File: src/rtl/mips_pkg.sv
// Shared MIPS pipeline definitions: load sizes, architectural register ids, MEM/WB record.
// No logic; types and constants only.
// Not applicable.
package mips_pkg;

  localparam logic [1:0] SZ_BYTE = 2'b00;
  localparam logic [1:0] SZ_HALF = 2'b01;
  localparam logic [1:0] SZ_WORD = 2'b10;

  localparam logic [4:0] REG_ZERO = 5'd0;
  localparam logic [4:0] REG_RA   = 5'd31;

  // Contents of the MEM/WB pipeline register.
  typedef struct packed {
    logic        valid;
    logic        regwrite;
    logic        memtoreg;
    logic        link;
    logic [1:0]  size;
    logic        is_unsigned;
    logic [4:0]  write_register;
    logic [31:0] alu_result;
    logic [31:0] read_data;
    logic [31:0] pc_plus4;
  } memwb_t;

endpackage

File: src/rtl/writeback_stage_if.sv
// MEM-stage result bundle into writeback plus the register-file write port out of it.
// Wires only; no latency.
// No backpressure on this bundle; stalls travel on separate pipeline controls.
interface writeback_stage_if;

  logic        mem_valid;
  logic        mem_regwrite;
  logic        mem_memtoreg;
  logic        mem_link;
  logic [1:0]  mem_size;
  logic        mem_unsigned;
  logic [4:0]  mem_write_register;
  logic [31:0] mem_alu_result;
  logic [31:0] mem_read_data;
  logic [31:0] mem_pc_plus4;

  logic [4:0]  write_register;
  logic [31:0] write_data;
  logic        regwrite;

  // Upstream/consumer view: supplies the MEM-stage bundle, observes the write port.
  modport master (
    output mem_valid, mem_regwrite, mem_memtoreg, mem_link, mem_size, mem_unsigned,
           mem_write_register, mem_alu_result, mem_read_data, mem_pc_plus4,
    input  write_register, write_data, regwrite
  );

  // Writeback stage view.
  modport slave (
    input  mem_valid, mem_regwrite, mem_memtoreg, mem_link, mem_size, mem_unsigned,
           mem_write_register, mem_alu_result, mem_read_data, mem_pc_plus4,
    output write_register, write_data, regwrite
  );

endinterface

File: src/rtl/writeback_stage_load_extend.sv
// Picks the addressed byte/half lane out of an aligned load word and sign/zero extends it.
// Purely combinational.
// No flow control; flags offsets that do not fit the access size.
module load_extend
  import mips_pkg::*;
(
  input  logic [31:0] read_data,
  input  logic [1:0]  offset,
  input  logic [1:0]  size,
  input  logic        zero_ext,
  output logic [31:0] data,
  output logic        misaligned
);

  logic [7:0]  byte_lane;
  logic [15:0] half_lane;

  // Lane selection and extension; the half lane uses only offset[1], so an odd
  // half offset still returns a defined value even though it is flagged.
  always_comb begin
    byte_lane  = read_data[{offset, 3'b000} +: 8];
    half_lane  = offset[1] ? read_data[31:16] : read_data[15:0];
    data       = read_data;
    misaligned = 1'b0;
    case (size)
      SZ_BYTE: data = zero_ext ? {24'd0, byte_lane} : {{24{byte_lane[7]}}, byte_lane};
      SZ_HALF: begin
        data       = zero_ext ? {16'd0, half_lane} : {{16{half_lane[15]}}, half_lane};
        misaligned = offset[0];
      end
      SZ_WORD: misaligned = (offset != 2'b00);
      default: misaligned = 1'b1;
    endcase
  end

endmodule

File: src/rtl/writeback_stage.sv
// MEM/WB pipeline register, writeback source select and register-file write port.
// One cycle MEM -> WB; outputs are combinational from the registered state.
// stall holds MEM/WB (a held instruction re-issues the same write); flush inserts a bubble.
module writeback_stage
  import mips_pkg::*;
#(
  parameter int unsigned RETIRE_W = 32,
  parameter logic [4:0]  LINK_REG = REG_RA
) (
  input  logic                clk,
  input  logic                rst,
  input  logic                stall,
  input  logic                flush,
  writeback_stage_if.slave    wb_if,
  output logic                fwd_valid,
  output logic [4:0]          fwd_register,
  output logic [31:0]         fwd_data,
  output logic [RETIRE_W-1:0] retire_count,
  output logic                align_err
);

  memwb_t        wb_q;
  logic [31:0]   ld_data;
  logic          ld_mis;
  logic          misaligned;
  logic [4:0]    wr_reg;
  logic [31:0]   wr_data;
  logic          wr_en;
  logic          align_q;
  logic [RETIRE_W-1:0] retire_q;

  load_extend u_load_extend (
    .read_data  (wb_q.read_data),
    .offset     (wb_q.alu_result[1:0]),
    .size       (wb_q.size),
    .zero_ext   (wb_q.is_unsigned),
    .data       (ld_data),
    .misaligned (ld_mis)
  );

  // MEM/WB register: reset > flush > stall > capture. Flush only drops valid;
  // the stale fields are harmless because every write is qualified by valid.
  always_ff @(posedge clk) begin
    if (rst) begin
      wb_q <= '0;
    end else if (flush) begin
      wb_q.valid <= 1'b0;
    end else if (!stall) begin
      wb_q.valid          <= wb_if.mem_valid;
      wb_q.regwrite       <= wb_if.mem_regwrite;
      wb_q.memtoreg       <= wb_if.mem_memtoreg;
      wb_q.link           <= wb_if.mem_link;
      wb_q.size           <= wb_if.mem_size;
      wb_q.is_unsigned    <= wb_if.mem_unsigned;
      wb_q.write_register <= wb_if.mem_write_register;
      wb_q.alu_result     <= wb_if.mem_alu_result;
      wb_q.read_data      <= wb_if.mem_read_data;
      wb_q.pc_plus4       <= wb_if.mem_pc_plus4;
    end
  end

  // Source select and write enable; link overrides both destination and data.
  always_comb begin
    misaligned = wb_q.memtoreg & ld_mis;
    wr_reg     = wb_q.write_register;
    wr_data    = wb_q.alu_result;
    if (wb_q.link) begin
      wr_reg  = LINK_REG;
      wr_data = wb_q.pc_plus4;
    end else if (wb_q.memtoreg) begin
      wr_data = ld_data;
    end
    wr_en = wb_q.valid & wb_q.regwrite & (wr_reg != REG_ZERO) & ~misaligned;
  end

  // Retire counter: an instruction retires on the edge it leaves WB unstalled,
  // whether or not it wrote a register (flush without stall still retires it).
  always_ff @(posedge clk) begin
    if (rst) begin
      retire_q <= '0;
    end else if (wb_q.valid && !stall) begin
      retire_q <= retire_q + RETIRE_W'(1);
    end
  end

  // Sticky misaligned-load record, cleared only by reset.
  always_ff @(posedge clk) begin
    if (rst) begin
      align_q <= 1'b0;
    end else if (wb_q.valid && misaligned) begin
      align_q <= 1'b1;
    end
  end

  assign wb_if.write_register = wr_reg;
  assign wb_if.write_data     = wr_data;
  assign wb_if.regwrite       = wr_en;
  assign fwd_valid            = wr_en;
  assign fwd_register         = wr_reg;
  assign fwd_data             = wr_data;
  assign retire_count         = retire_q;
  // Visible in the same cycle the offending load sits in WB, then held.
  assign align_err            = align_q | (wb_q.valid & misaligned);

endmodule

File: src/flat_wrapper.sv
// flat-port wrapper written by rule: the top's interface ports become plain ports
module writeback_stage_flat import mips_pkg::*;
#(
  parameter int unsigned RETIRE_W = 32,
  parameter logic [4:0]  LINK_REG = REG_RA
)
  (clk, rst, stall, flush, fwd_valid, fwd_register, fwd_data, retire_count, align_err, wb_if_mem_valid, wb_if_mem_regwrite, wb_if_mem_memtoreg, wb_if_mem_link, wb_if_mem_size, wb_if_mem_unsigned, wb_if_mem_write_register, wb_if_mem_alu_result, wb_if_mem_read_data, wb_if_mem_pc_plus4, wb_if_write_register, wb_if_write_data, wb_if_regwrite);
  writeback_stage_if wb_if_i ();
  input  logic clk;
  input  logic rst;
  input  logic stall;
  input  logic flush;
  output logic fwd_valid;
  output logic [4:0] fwd_register;
  output logic [31:0] fwd_data;
  output logic [RETIRE_W-1:0] retire_count;
  output logic align_err;
  input wire logic [$bits(wb_if_i.mem_valid)-1:0] wb_if_mem_valid;
  input wire logic [$bits(wb_if_i.mem_regwrite)-1:0] wb_if_mem_regwrite;
  input wire logic [$bits(wb_if_i.mem_memtoreg)-1:0] wb_if_mem_memtoreg;
  input wire logic [$bits(wb_if_i.mem_link)-1:0] wb_if_mem_link;
  input wire logic [$bits(wb_if_i.mem_size)-1:0] wb_if_mem_size;
  input wire logic [$bits(wb_if_i.mem_unsigned)-1:0] wb_if_mem_unsigned;
  input wire logic [$bits(wb_if_i.mem_write_register)-1:0] wb_if_mem_write_register;
  input wire logic [$bits(wb_if_i.mem_alu_result)-1:0] wb_if_mem_alu_result;
  input wire logic [$bits(wb_if_i.mem_read_data)-1:0] wb_if_mem_read_data;
  input wire logic [$bits(wb_if_i.mem_pc_plus4)-1:0] wb_if_mem_pc_plus4;
  output wire logic [$bits(wb_if_i.write_register)-1:0] wb_if_write_register;
  output wire logic [$bits(wb_if_i.write_data)-1:0] wb_if_write_data;
  output wire logic [$bits(wb_if_i.regwrite)-1:0] wb_if_regwrite;
  assign wb_if_i.mem_valid = wb_if_mem_valid;
  assign wb_if_i.mem_regwrite = wb_if_mem_regwrite;
  assign wb_if_i.mem_memtoreg = wb_if_mem_memtoreg;
  assign wb_if_i.mem_link = wb_if_mem_link;
  assign wb_if_i.mem_size = wb_if_mem_size;
  assign wb_if_i.mem_unsigned = wb_if_mem_unsigned;
  assign wb_if_i.mem_write_register = wb_if_mem_write_register;
  assign wb_if_i.mem_alu_result = wb_if_mem_alu_result;
  assign wb_if_i.mem_read_data = wb_if_mem_read_data;
  assign wb_if_i.mem_pc_plus4 = wb_if_mem_pc_plus4;
  assign wb_if_write_register = wb_if_i.write_register;
  assign wb_if_write_data = wb_if_i.write_data;
  assign wb_if_regwrite = wb_if_i.regwrite;
  writeback_stage #(.RETIRE_W(RETIRE_W), .LINK_REG(LINK_REG)) u_core (.clk(clk), .rst(rst), .stall(stall), .flush(flush), .wb_if(wb_if_i), .fwd_valid(fwd_valid), .fwd_register(fwd_register), .fwd_data(fwd_data), .retire_count(retire_count), .align_err(align_err));
endmodule
File: config.mk
export PLATFORM = sky130hd
export DESIGN_NAME = writeback_stage_flat
export DESIGN_NICKNAME = d
export VERILOG_FILES = /design/src/rtl/mips_pkg.sv /design/src/rtl/writeback_stage_if.sv /design/src/rtl/writeback_stage_load_extend.sv /design/src/rtl/writeback_stage.sv /design/src/flat_wrapper.sv
export SDC_FILE = /design/constraint.sdc
export NUM_CORES = 1
export LEC_CHECK = 0
export CAP_MARGIN = 10
export CORE_MARGIN = 2
export CORE_UTILIZATION = 30
export CTS_CLUSTER_DIAMETER = 60
export CTS_CLUSTER_SIZE = 12
export DETAILED_ROUTE_END_ITERATION = 12
export PLACE_DENSITY = 0.65
export SLEW_MARGIN = 20
export SYNTH_ARGS = -nofsm -noshare
export SYNTH_HDL_FRONTEND = slang
export SYNTH_SLANG_ARGS = --single-unit
File: constraint.sdc
create_clock -name clk -period 2.99 [get_ports clk]
set_clock_uncertainty 0.2 [all_clocks]
set_input_delay 0.897 -clock clk [delete_from_list [all_inputs] [get_ports clk]]
set_output_delay 0.897 -clock clk [all_outputs]
set_load 0.1 [all_outputs]
After elaboration in Yosys (flattened, before gate mapping)
Index checks and enable logic that the tools add are counted.
{"block": "word_totals", "ff_bits": 141, "latch_bits": 0, "ram_bits": 0, "romBits": 0, "wordCells": 41, "memories": 0}
{"block": "classes", "addsub": 1, "mul": 0, "div_mod_pow": 0, "n_lt_le_gt_ge": 0, "n_eq_ne": 2, "shift": 1, "muxes": 8, "n_bitwise": 9, "n_reduce_logical": 8}
{"op": "$mux 32", "n": 4}
{"op": "$pmux 32 s2", "n": 1}
{"op": "$add 32x1->32 const B", "n": 1}
{"op": "$shiftx 32x6->8", "n": 1}
{"op": "$mux 16", "n": 1}
{"op": "$and 1x1->1", "n": 5}
{"op": "$mux 5", "n": 1}
{"op": "$reduce_bool 5->1", "n": 1}
{"op": "$not 1->1", "n": 3}
{"op": "$pmux 1 s3", "n": 1}
{"op": "$eq 2x1->1 const B", "n": 1}
{"op": "$eq 2x2->1 const B", "n": 1}
{"op": "$logic_and 1x1->1", "n": 2}
{"op": "$logic_not 2->1", "n": 1}
{"op": "$reduce_and 2->1", "n": 1}
{"op": "$reduce_bool 2->1", "n": 1}
{"op": "$reduce_or 2->1", "n": 1}
{"op": "$logic_not 1->1", "n": 1}
{"op": "$or 1x1->1", "n": 1}

Longest topological paths before layout
Gate-level depths: netlist of the first run.
{"block": "depth", "depth_word": 5, "ltp_mapped": 8, "ltp_nobuf": 6}

Modules after synthesis
A second synthesis of the first run with hierarchy kept.
{"block": "hier_totals", "cells_unflattened": 904, "hier_area_um2": 6991.7}
{"mod": "writeback_stage", "instances": 1, "cells_each": 806, "area_per_inst_um2": 6279.8, "seq_area_each_um2": 2822.7}
{"mod": "load_extend", "instances": 1, "cells_each": 98, "area_per_inst_um2": 711.9, "seq_area_each_um2": 0.0}

Least setup slack after synthesis of the first run
No wires, ideal clock.
{"block": "synth_path", "path_kind": "register to output", "from": "reg u_core.wb_q[64] (netlist name)", "to": "out wb_if_write_data[10]", "arrival_time_ns": 3.819, "required_time_ns": 1.893, "setup_slack_ns": -1.926, "stages_incl_launch_ff": 7, "path_buffers": 1, "path_cell_list": "dfxtp_1 mux4_2 nand2b_1 nor2_1 nor3_1 o21ai_0 buf_4"}
{"block": "synth_between", "elab_chain_cells": 5}
{"item": "start, declared", "line": "writeback_stage.sv:22", "rtl": "memwb_t wb_q;"}
{"item": "$shiftx 32x6->8", "line": "writeback_stage_load_extend.sv:21", "rtl": "byte_lane = read_data[{offset, 3'b000} +: 8];"}
{"item": "$mux 32", "line": "writeback_stage_load_extend.sv:26", "rtl": "SZ_BYTE: data = zero_ext ? {24'd0, byte_lane} : {{24{byte_lane[7]}}, byte_lane};"}
{"item": "$pmux 32 s2", "line": "writeback_stage_load_extend.sv:25", "rtl": "case (size)"}
{"item": "$mux 32", "line": "writeback_stage.sv:70", "rtl": "end else if (wb_q.memtoreg) begin"}
{"item": "$mux 32", "line": "writeback_stage.sv:67", "rtl": "if (wb_q.link) begin"}
{"item": "end, declared", "line": "flat_wrapper.sv:29", "rtl": "output wire logic [$bits(wb_if_i.write_data)-1:0] wb_if_write_data;"}
Every way passes these cells.

Worst setup path after layout of the first run
{"block": "layout_path", "from": "reg u_core.wb_q[64] (netlist name)", "to": "out wb_if_write_data[8]"}
The elaborated chain is that of the path after synthesis.

==> results of run 1 <==
-- critical path: stages, from the launching register on --
cell and delay (ns):
dfxtp_4 0.37, mux4_2 0.39, nand2b_4 0.07, o31a_1 0.37, a31oi_4 0.31, buf_12 0.21
-- sequential cells by signal, summed over array words and instances (netlist names) --
name,count
u_core.align_q,1
u_core.retire_count,32
u_core.wb_q,108
-- kinds of logic (layout without fill, tap and decap cells) --
logic type,count (synthesis),in the layout
xor gates and xnor gates,30,30
DFF,141,141
AOI/OAI and AO/OA,206,206
muxes,10,10
other,0,1
and+or+nand+nor,364,364
adders and majority gates,1,1
buffers and inverters,105,305
-- layout make-up --
type,instances,area [um^2]
Multi-Input combinational cell,611,3710
Clock buffer,19,443
Tap cell,275,344
Timing Repair Buffer,265,3410
Fill cell,1935,10100
Sequential cell,141,2840
Antenna cell,1,2.50
Clock inverter,13,178
Inverter,8,41.3
-- stage by stage --
| step | cell area [um^2] | hold slack (ns) |
|---|---|---|
| 3_3_place_gp | 10000 | 0.243 |
| 6_report | 11000 | 0.253 |
| 5_1_grt | 11000 | 0.272 |
| 4_1_cts | 10800 | 0.257 |
| 3_5_place_dp | 10000 | 0.248 |
| 2_1_floorplan | 7220 | 0.232 |
-- layer usage --
layer | wire (um) | vias to the layer above | share of wire | global-route usage
met5 | 0 | - | 0 | 0
met2 | 10900 | 206 | 0.49 | 0.319
met4 | 346 | 0 | 0.016 | 0.0500
met3 | 1640 | 24 | 0.074 | 0.0512
met1 | 9370 | 3014 | 0.42 | 0.250
li1 | - | 3214 | - | -
-- where the power goes --
group          internal (uW)  switching [uW]  total (uW)
registers               1940            54.4        2000
logic                    693            1140        1830
clock network           1360             892        2250
-- what timing repair did --
action                     4_1_cts  5_1_grt
buffers inserted                 6        5
resized for setup               32       31
setup endpoints to repair       67       67
gates cloned                     1        1
pin swaps                       18        9
-- worst min-delay path by stage --
stage	endpoint	cells after the start
finish	u_core.wb_q[80]	2
global route	u_core.wb_q[30]	2
CTS	u_core.wb_q[80]	2
detailed placement	u_core.wb_q[87]	2
global placement	u_core.wb_q[8]	2
floorplan	u_core.wb_q[95]	2
-- cells in the final DEF, fill, tap and decap left out, drive strengths merged, types with 3 or more instances in the layout --
cell type | Yosys | layout
a21oi | 141 | 141
a22oi | 8 | 8
a2bb2oi | 6 | 6
and3 | 5 | 5
and4 | 3 | 3
buf | 52 | 155
bufinv | 0 | 3
clkbuf | 45 | 19
clkdlybuf4s50 | 0 | 110
clkinvlp | 0 | 5
dfxtp | 141 | 141
inv | 6 | 12
mux2i | 8 | 8
nand2 | 244 | 244
nand3 | 12 | 12
nand4 | 11 | 11
nor2 | 44 | 44
nor2b | 12 | 12
nor3 | 15 | 15
o21ai | 17 | 17
o221ai | 5 | 5
o22ai | 17 | 17
or2 | 7 | 7
xnor2 | 4 | 4
xor2 | 26 | 26
==> results.yml, run 1 <==
detailed_routing:
  drc: 0
  drt_wl_total_mm: 22.2
  first_iter_violations: 544
  dr.pass1.iters: 5
  vias: 6458
  vias_per_cell: 4.84
  ant_nets: 0
  wl_per_cell_um: 16.7
cts:
  cts_root_buffer: "clkbuf_16"
  cts_tree: "built"
  clk_pin_slew_ns: 0.07
  cts_made_buffers: 17
  clockBufferDepth: 2
  clkLatencyLatePin_ns: 0.42
  cts_hold_buffers: 0
  htree_levels: 4
  cts_sinks: 141
critical_path:
  worstSetupEndpointType: "output port"
  r2r_slack_ns: 0.77
  cp_data_required_time_ns: 1.89
  r2r-end: "u_core.retire_count[31]"
  critPathLaunch: "u_core.wb_q[64]"
  crit_path_end: "wb_if_write_data[8]"
  cp-start-kind: "flop"
  worstPathMaxFanout: 5
  r2r_cells: 5
  cp_data_arrival_time_ns: 2.14
  r2r-start: "u_core.retire_count[9]"
  worst-setup-path-type: "reg2out"
pwr:
  leakagePower_uw: 0.00399
  power.density_mw_per_mm2: 555
  total_power_uw: 6080
  irDropWorstVdd_mv: 0.409
synthesis:
  muxShareOfSynthArea: 0.0193
  syn_inst: 857
  synth_common_cells: "nand2_1, a21oi_1, dfxtp_1"
  synthFlopType: "dfxtp_1"
  synthSimpleGateAreaFrac: 0.239
  synth_top_family_by_area: "simple AND/OR/NAND/NOR gates"
  synth-compound-area-share: 0.178
  ys_async_sr_fraction: 0
  yosysTopAreaCell: "dfxtp_1"
  netlist_top_cells_area: "dfxtp_1, nand2_1, a21oi_1"
  synthXorXnorAreaFrac: 0.0406
  synth_warnings: 0
  synth_edf_count: 0
  syn_area_mm2: 0.00648
  netlist-cell-type-count: 47
  synthAdderAreaFrac: 0.00193
  yosysMostFrequentCell: "nand2_1"
  yosysSeqAreaShare: 0.436
  synth_nets: 970
  synth_area_per_cell_um2: 7.56
  ys_ff_latch: 141
  synth_top_area_frac: 0.436
grt:
  grt_pass1_vias: 6219
  antenna_found_initial: 2
  grt_overflow: 0
  grt_max_degree: 56
  grt_pass1_wl_mm: 34.0
  track_usage: 0.193
flow_run:
  drv_cap: 0
cells_and_area:
  drive_gt1_frac: 0.255
  final_nets: 1157
  syn2layout_area_growth_pct: 69.3
  layoutNonFillerInstCount: 1333
  utilization: 0.520
worst_hold_path:
  hp-class: "reg2reg"
  hp-start: "u_core.wb_q[80]"
sta:
  min_period_ns: 3.24
  final_max_slew_viol_count: 0
  hold_viol: 0
  fin_tns_setup_ns: -12.51
  fmax_ghz: 0.309
  rsz0062_at_grt: "yes"
  fin_crit_sh: 1.08
  setup_violations: 64
  worst_slew_pin_slew_ns: 0.444
  relSlewSlack: 0.704
  setup_slack_ns: -0.251
floorplan:
  fp.dieW_um: 151
  io_pins: 221
  die-area_mm2: 0.0228
  placementRows: 53
  die_h_um: 151
  core-area_mm2: 0.0211
  initial_core_util: 0.307
placement:
  dp_hpwl_mm: 16.0
  place.gp.congestion: 0.916
  portBuffers: 220
  placed_cells: 1291
  place_ws_ns: 0.121
run_status:
  violations: "negative setup slack"
  status: "finished with violations"
(Power assumes the default switching activity.)
==> run 2, diff against run 1 <==
PLACE_DENSITY = unset   (was 0.65)
PLACE_DENSITY_LB_ADDON = 0.3   (was unset)
==> run 2 against run 1 <==
Net effect:
- total power hardly changed
- clock power hardly changed
- via count is 0.36% higher
- sequential power about the same
- combinational power barely moved
- the run still ends with negative setup slack left
- fmax grew 0.49%
- largest power group unchanged
- first-iteration DRC count decreased by 34%
==> results.yml, run 2 (synthesized netlist as in run 1, its figures left out) <==
run_status:
  status: "finished with violations"
  violations: "negative setup slack"
cts:
  clockBufferDepth: 2
  clkLatencyLatePin_ns: 0.42
  cts_made_buffers: 17
  htree_levels: 4
  clk_pin_slew_ns: 0.06
  cts_sinks: 141
  cts_tree: "built"
  cts_root_buffer: "clkbuf_16"
  cts_hold_buffers: 0
sta:
  fmax_ghz: 0.310
  final_max_slew_viol_count: 0
  worst_slew_pin_slew_ns: 0.512
  rsz0062_at_grt: "yes"
  setup_violations: 64
  setup_slack_ns: -0.235
  fin_hold_ws_ns: 0.251
  fin_crit_sh: 1.08
  relSlewSlack: 0.658
  min_period_ns: 3.23
  hold_viol: 0
cells_and_area:
  fillers: 1968
  register_area_mm2: 0.00284
  largest_reg_flops: 108
  top_register: "u_core.wb_q"
  final_common_cell: "nand2_1"
  multi_input_area_mm2: 0.00382
  final_nets: 1160
  final_cell_mix: "nand2_1, dfxtp_1, a21oi_1, clkdlybuf4s50_1, buf_12"
  drive_gt1_frac: 0.266
  syn2layout_area_growth_pct: 71.8
  utilization: 0.528
floorplan:
  placementRows: 53
  fp.dieW_um: 151
  die-area_mm2: 0.0228
  initial_core_util: 0.307
  core-area_mm2: 0.0211
  io_pins: 221
  die_h_um: 151
critical_path:
  cp_slowest_cell: "mux4_2"
  crit_chain: "mux4_2, nand2b_4, nor2_4, nor3_2, o21ai_4, buf_12"
  worst-setup-path-type: "reg2out"
  cp-start-kind: "flop"
  cp_data_required_time_ns: 1.89
  r2r_cells: 5
  r2r-end: "u_core.retire_count[31]"
  crit_buf_inv: 1
  cp_top_family: "multiplexers"
  r2r-start: "u_core.retire_count[5]"
  cp_data_arrival_time_ns: 2.13
  worstSetupEndpointType: "output port"
  r2r_slack_ns: 0.94
  worstPathMaxFanout: 6
  slowest_delay_ns: 0.56
grt:
  met2_usage: 0.304
  use_met1: 0.250
  grt_max_degree: 105
  grt_pass1_wl_mm: 33.6
  grt_overflow: 0
  track_usage: 0.192
  top_usage_layer: "met2"
  met3_usage: 0.0572
  grt_pass1_vias: 6191
  antenna_found_initial: 2
worst_hold_path:
  hold_end: "u_core.wb_q[31]"
  hold_path_depth: 2
  hp-class: "reg2reg"
  hp-start: "u_core.wb_q[31]"
detailed_routing:
  wl_per_cell_um: 16.5
  ant_nets: 0
  first_iter_violations: 361
  vias: 6481
  drc: 0
  drt_wl_total_mm: 22.1
  dr.pass1.iters: 5
  vias_per_cell: 4.85
placement:
  place.gp.congestion: 0.875
  dp_hpwl_mm: 15.8
  portBuffers: 220
pwr:
  power.density_mw_per_mm2: 546
  leakagePower_uw: 0.00405
  irDropWorstVdd_mv: 0.411
flow_run:
  drv_cap: 0
run 2: changes by cell type in the layout (fill, tap and decap cells not counted), sizes merged:
cell      delta
clkinvlp     -5
buf          +3
clkinv       +5
run 2: how the worst max path moves through the flow:
stage	startpoint	to	slack, ns	cells past startpoint
floorplan	u_core.wb_q[65]	wb_if_write_data[21]	-0.23	7
global placement	stall	u_core.retire_count[31]	0.11	6
detailed placement	u_core.wb_q[64]	wb_if_write_data[13]	0.05	6
CTS	u_core.wb_q[65]	fwd_data[31]	-0.23	7
global route	u_core.wb_q[65]	fwd_data[0]	-0.30	7
finish	u_core.wb_q[64]	fwd_data[11]	-0.24	6
run 2: worst register-to-register path: cells and delay by family (launching register included):
family        cells  cell delay (ns)
simple gates      5             1.37
flops             1             0.43
run 2: area by class of cell:
cell class                 count  area share
antenna                        1    0.000225
timing repair buffer         268       0.311
tap                          275      0.0309
sequential                   141       0.255
clock inverter                13      0.0160
multi-input combinational    611       0.344
inverter                       8     0.00337
clock buffer                  19      0.0398
run 2: repair_timing:
| item | in CTS | in global routing |
|---|---|---|
| resized for setup | 51 | 22 |
| cloned | 1 | 0 |
| buffers inserted | 7 | 2 |
| pin swaps | 28 | 9 |
| setup endpoints to repair | 67 | 67 |
run 2: power by group:
group          switching (uW)  internal, uW
Combinational            1150           707
Clock                     868          1360
Sequential               58.9          1940
run 2: metrics by stage:
step / instances / instance area, um^2 / setup WS, ns / power [uW] / TNS (ns)
6_report: 1336 / 11100 / -0.235 / 6080 / -10.43
5_1_grt: 1335 / 11100 / -0.296 / 6300 / -14.48
4_1_cts: 1333 / 11000 / -0.234 / 6120 / -11.01
3_5_place_dp: 1294 / 10100 / 0.0549 / 3840 / 0
3_3_place_gp: 1294 / 10100 / 0.108 / 3830 / 0
2_1_floorplan: 857 / 7220 / -0.229 / 3250 / -4.23
run 2: per-layer routing:
layer,vias up,part of all wire
li1,3238,-
met1,3013,0.43
met2,200,0.48
met3,28,0.072
met4,2,0.016
met5,-,0.00045
==> run 3, diff against run 2 <==
CAP_MARGIN = 15   (was 10)
CTS_CLUSTER_DIAMETER = unset   (was 60)
SETUP_SLACK_MARGIN = 0.02   (was unset)
==> run 3 against run 2 <==
Net effect:
- the run still ends with negative setup slack left
- largest cell class unchanged
- register-to-register slack lost 0.19 ns
- critical endpoint is now wb_if_write_data[25]
- fmax shrank 0.72%
- critical path depth grew 1
==> results.yml, run 3 (synthesized netlist as in run 1, its figures left out) <==
run_status:
  status: "finished with violations"
  violations: "negative setup slack"
critical_path:
  cp_top_family: "buffers and inverters"
  crit_chain: "inv_8, mux4_2, a21boi_4, buf_6, buf_12, a21oi_4, buf_12"
  cp-start-kind: "flop"
  crit_buf_inv: 4
  cp_slowest_cell: "mux4_2"
  cp_data_required_time_ns: 1.89
  crit_top_cell: "buf_12"
  worst-setup-path-type: "reg2out"
  slowest_delay_ns: 0.52
  cp_data_arrival_time_ns: 2.15
  worstPathMaxFanout: 7
  worstSetupEndpointType: "output port"
placement:
  dp_hpwl_mm: 15.8
  portBuffers: 220
  place.gp.congestion: 0.856
  placed_cells: 1285
grt:
  grt_max_degree: 103
  grt_pass1_vias: 6415
  track_usage: 0.199
  grt_pass1_wl_mm: 35.2
  grt_overflow: 0
  antenna_found_initial: 0
floorplan:
  fp.dieW_um: 151
  io_pins: 221
  core-area_mm2: 0.0211
  initial_core_util: 0.307
  die-area_mm2: 0.0228
  die_h_um: 151
  placementRows: 53
pwr:
  power.density_mw_per_mm2: 545
  p_sw_uw: 2100
  irDropWorstVdd_mv: 0.393
  combinationalPowerShare: 0.306
  swShare: 0.344
  p_seq_frac: 0.328
  clkPwrFrac: 0.366
  leakagePower_uw: 0.00407
  total_power_uw: 6100
  p_int_uw: 4010
cts:
  cts_sinks: 141
  cts_tree: "built"
  cts_made_buffers: 17
  clkLatencyLatePin_ns: 0.42
  clockBufferDepth: 2
  clk_pin_slew_ns: 0.06
  cts_root_buffer: "clkbuf_16"
  htree_levels: 4
  cts_hold_buffers: 0
sta:
  min_period_ns: 3.25
  rsz0062_at_grt: "yes"
  setup_violations: 64
  fmax_ghz: 0.308
  relSlewSlack: 0.679
  final_max_slew_viol_count: 0
  hold_viol: 0
  setup_slack_ns: -0.259
  fin_crit_sh: 1.09
  worst_slew_pin_slew_ns: 0.482
detailed_routing:
  met3_length_mm: 1.71
  drt_wl_total_mm: 22.8
  top_layer_used: "met4"
  wirelength_met1_mm: 9.89
  vias: 6598
  first_iter_violations: 461
  wl_per_cell_um: 17.0
  vias_per_cell: 4.93
  wl_met2_mm: 10.7
  ant_nets: 0
  drc: 0
  dr.pass1.iters: 5
cells_and_area:
  syn2layout_area_growth_pct: 72.8
  utilization: 0.531
  largest_reg_flops: 108
  top_register: "u_core.wb_q"
  final_nets: 1163
  final_cell_mix: "nand2_1, dfxtp_1, a21oi_1, clkdlybuf4s50_1, buf_12"
  register_area_mm2: 0.00284
  fillers: 1895
  final_common_cell: "nand2_1"
  drive_gt1_frac: 0.274
  multi_input_area_mm2: 0.00389
  layoutNonFillerInstCount: 1339
worst_hold_path:
  hp-class: "reg2reg"
flow_run:
  drv_cap: 0
-- run 3: cell count changes in the layout (fill, tap and decap cells not counted), moves of 2 or more --
cell	change
clkinv_4	-2
clkinv_2	+2
mux2i_4	-2
a21oi_1	-2
nor3_4	+4
buf_6	+9
buf_12	-4
nor3_2	-3
clkinvlp_4	+2
-- run 3: worst paths after layout --
path / startpoint / to / slack, ns / cells past startpoint
max: u_core.wb_q[65] / wb_if_write_data[25] / -0.26 / 7
min: u_core.wb_q[95] / u_core.wb_q[95] / 0.25 / 2
max reg2reg: u_core.retire_count[9] / u_core.retire_count[31] / 0.75 / 5
min reg2reg: u_core.wb_q[95] / u_core.wb_q[95] / 0.25 / 2
-- run 3: layout make-up --
type                            count  share of cell area
Antenna cell                        1            0.000224
Clock buffer                       18              0.0392
Clock inverter                     14              0.0161
Inverter                            8             0.00347
Multi-Input combinational cell    611               0.348
Sequential cell                   141               0.253
Tap cell                          275              0.0308
Timing Repair Buffer              271               0.309
-- run 3: worst reg2reg max path, stage by stage, from the launching register on --
cell and delay, ns:
dfxtp_1 0.43, and4_1 0.29, and4_1 0.47, nand3_1 0.21
or4_1 0.51, nand2_1 0.08
-- run 3: power groups by stage --
stage               combinational, uW  sequential, uW  clock (uW)
floorplan                        1230            2020           0
global placement                 1790            2040           0
detailed placement               1790            2040           0
CTS                              1850            2000        2280
global route                     1940            2010        2370
finish                           1870            2000        2230
-- run 3: per-stage QoR --
stage	setup TNS [ns]	hold slack [ns]	setup slack, ns	area [um^2]
2_1_floorplan	-4.44	0.232	-0.229	7230
3_3_place_gp	0	0.242	0.0267	9990
3_5_place_dp	0	0.246	0.0764	9990
4_1_cts	-14.39	0.255	-0.312	11000
5_1_grt	-17.65	0.273	-0.324	11200
6_report	-13.71	0.252	-0.259	11200
-- run 3: what timing repair did --
| item | in CTS | in global routing |
|---|---|---|
| gates resized for setup | 59 | 32 |
| cloned | 2 | 0 |
| endpoints found under the setup margin | 67 | 67 |
| buffers inserted | 17 | 6 |
| endpoints found under the hold margin | 0 | 0 |
| pin swaps | 40 | 22 |
-- run 3: routing by layer --
| metal | vias to the layer above | GRT usage |
|---|---|---|
| li1 | 3233 | - |
| met3 | 33 | 0.0497 |
| met4 | 0 | 0.0673 |
| met5 | - | 0 |
| met1 | 3097 | 0.267 |
| met2 | 235 | 0.315 |
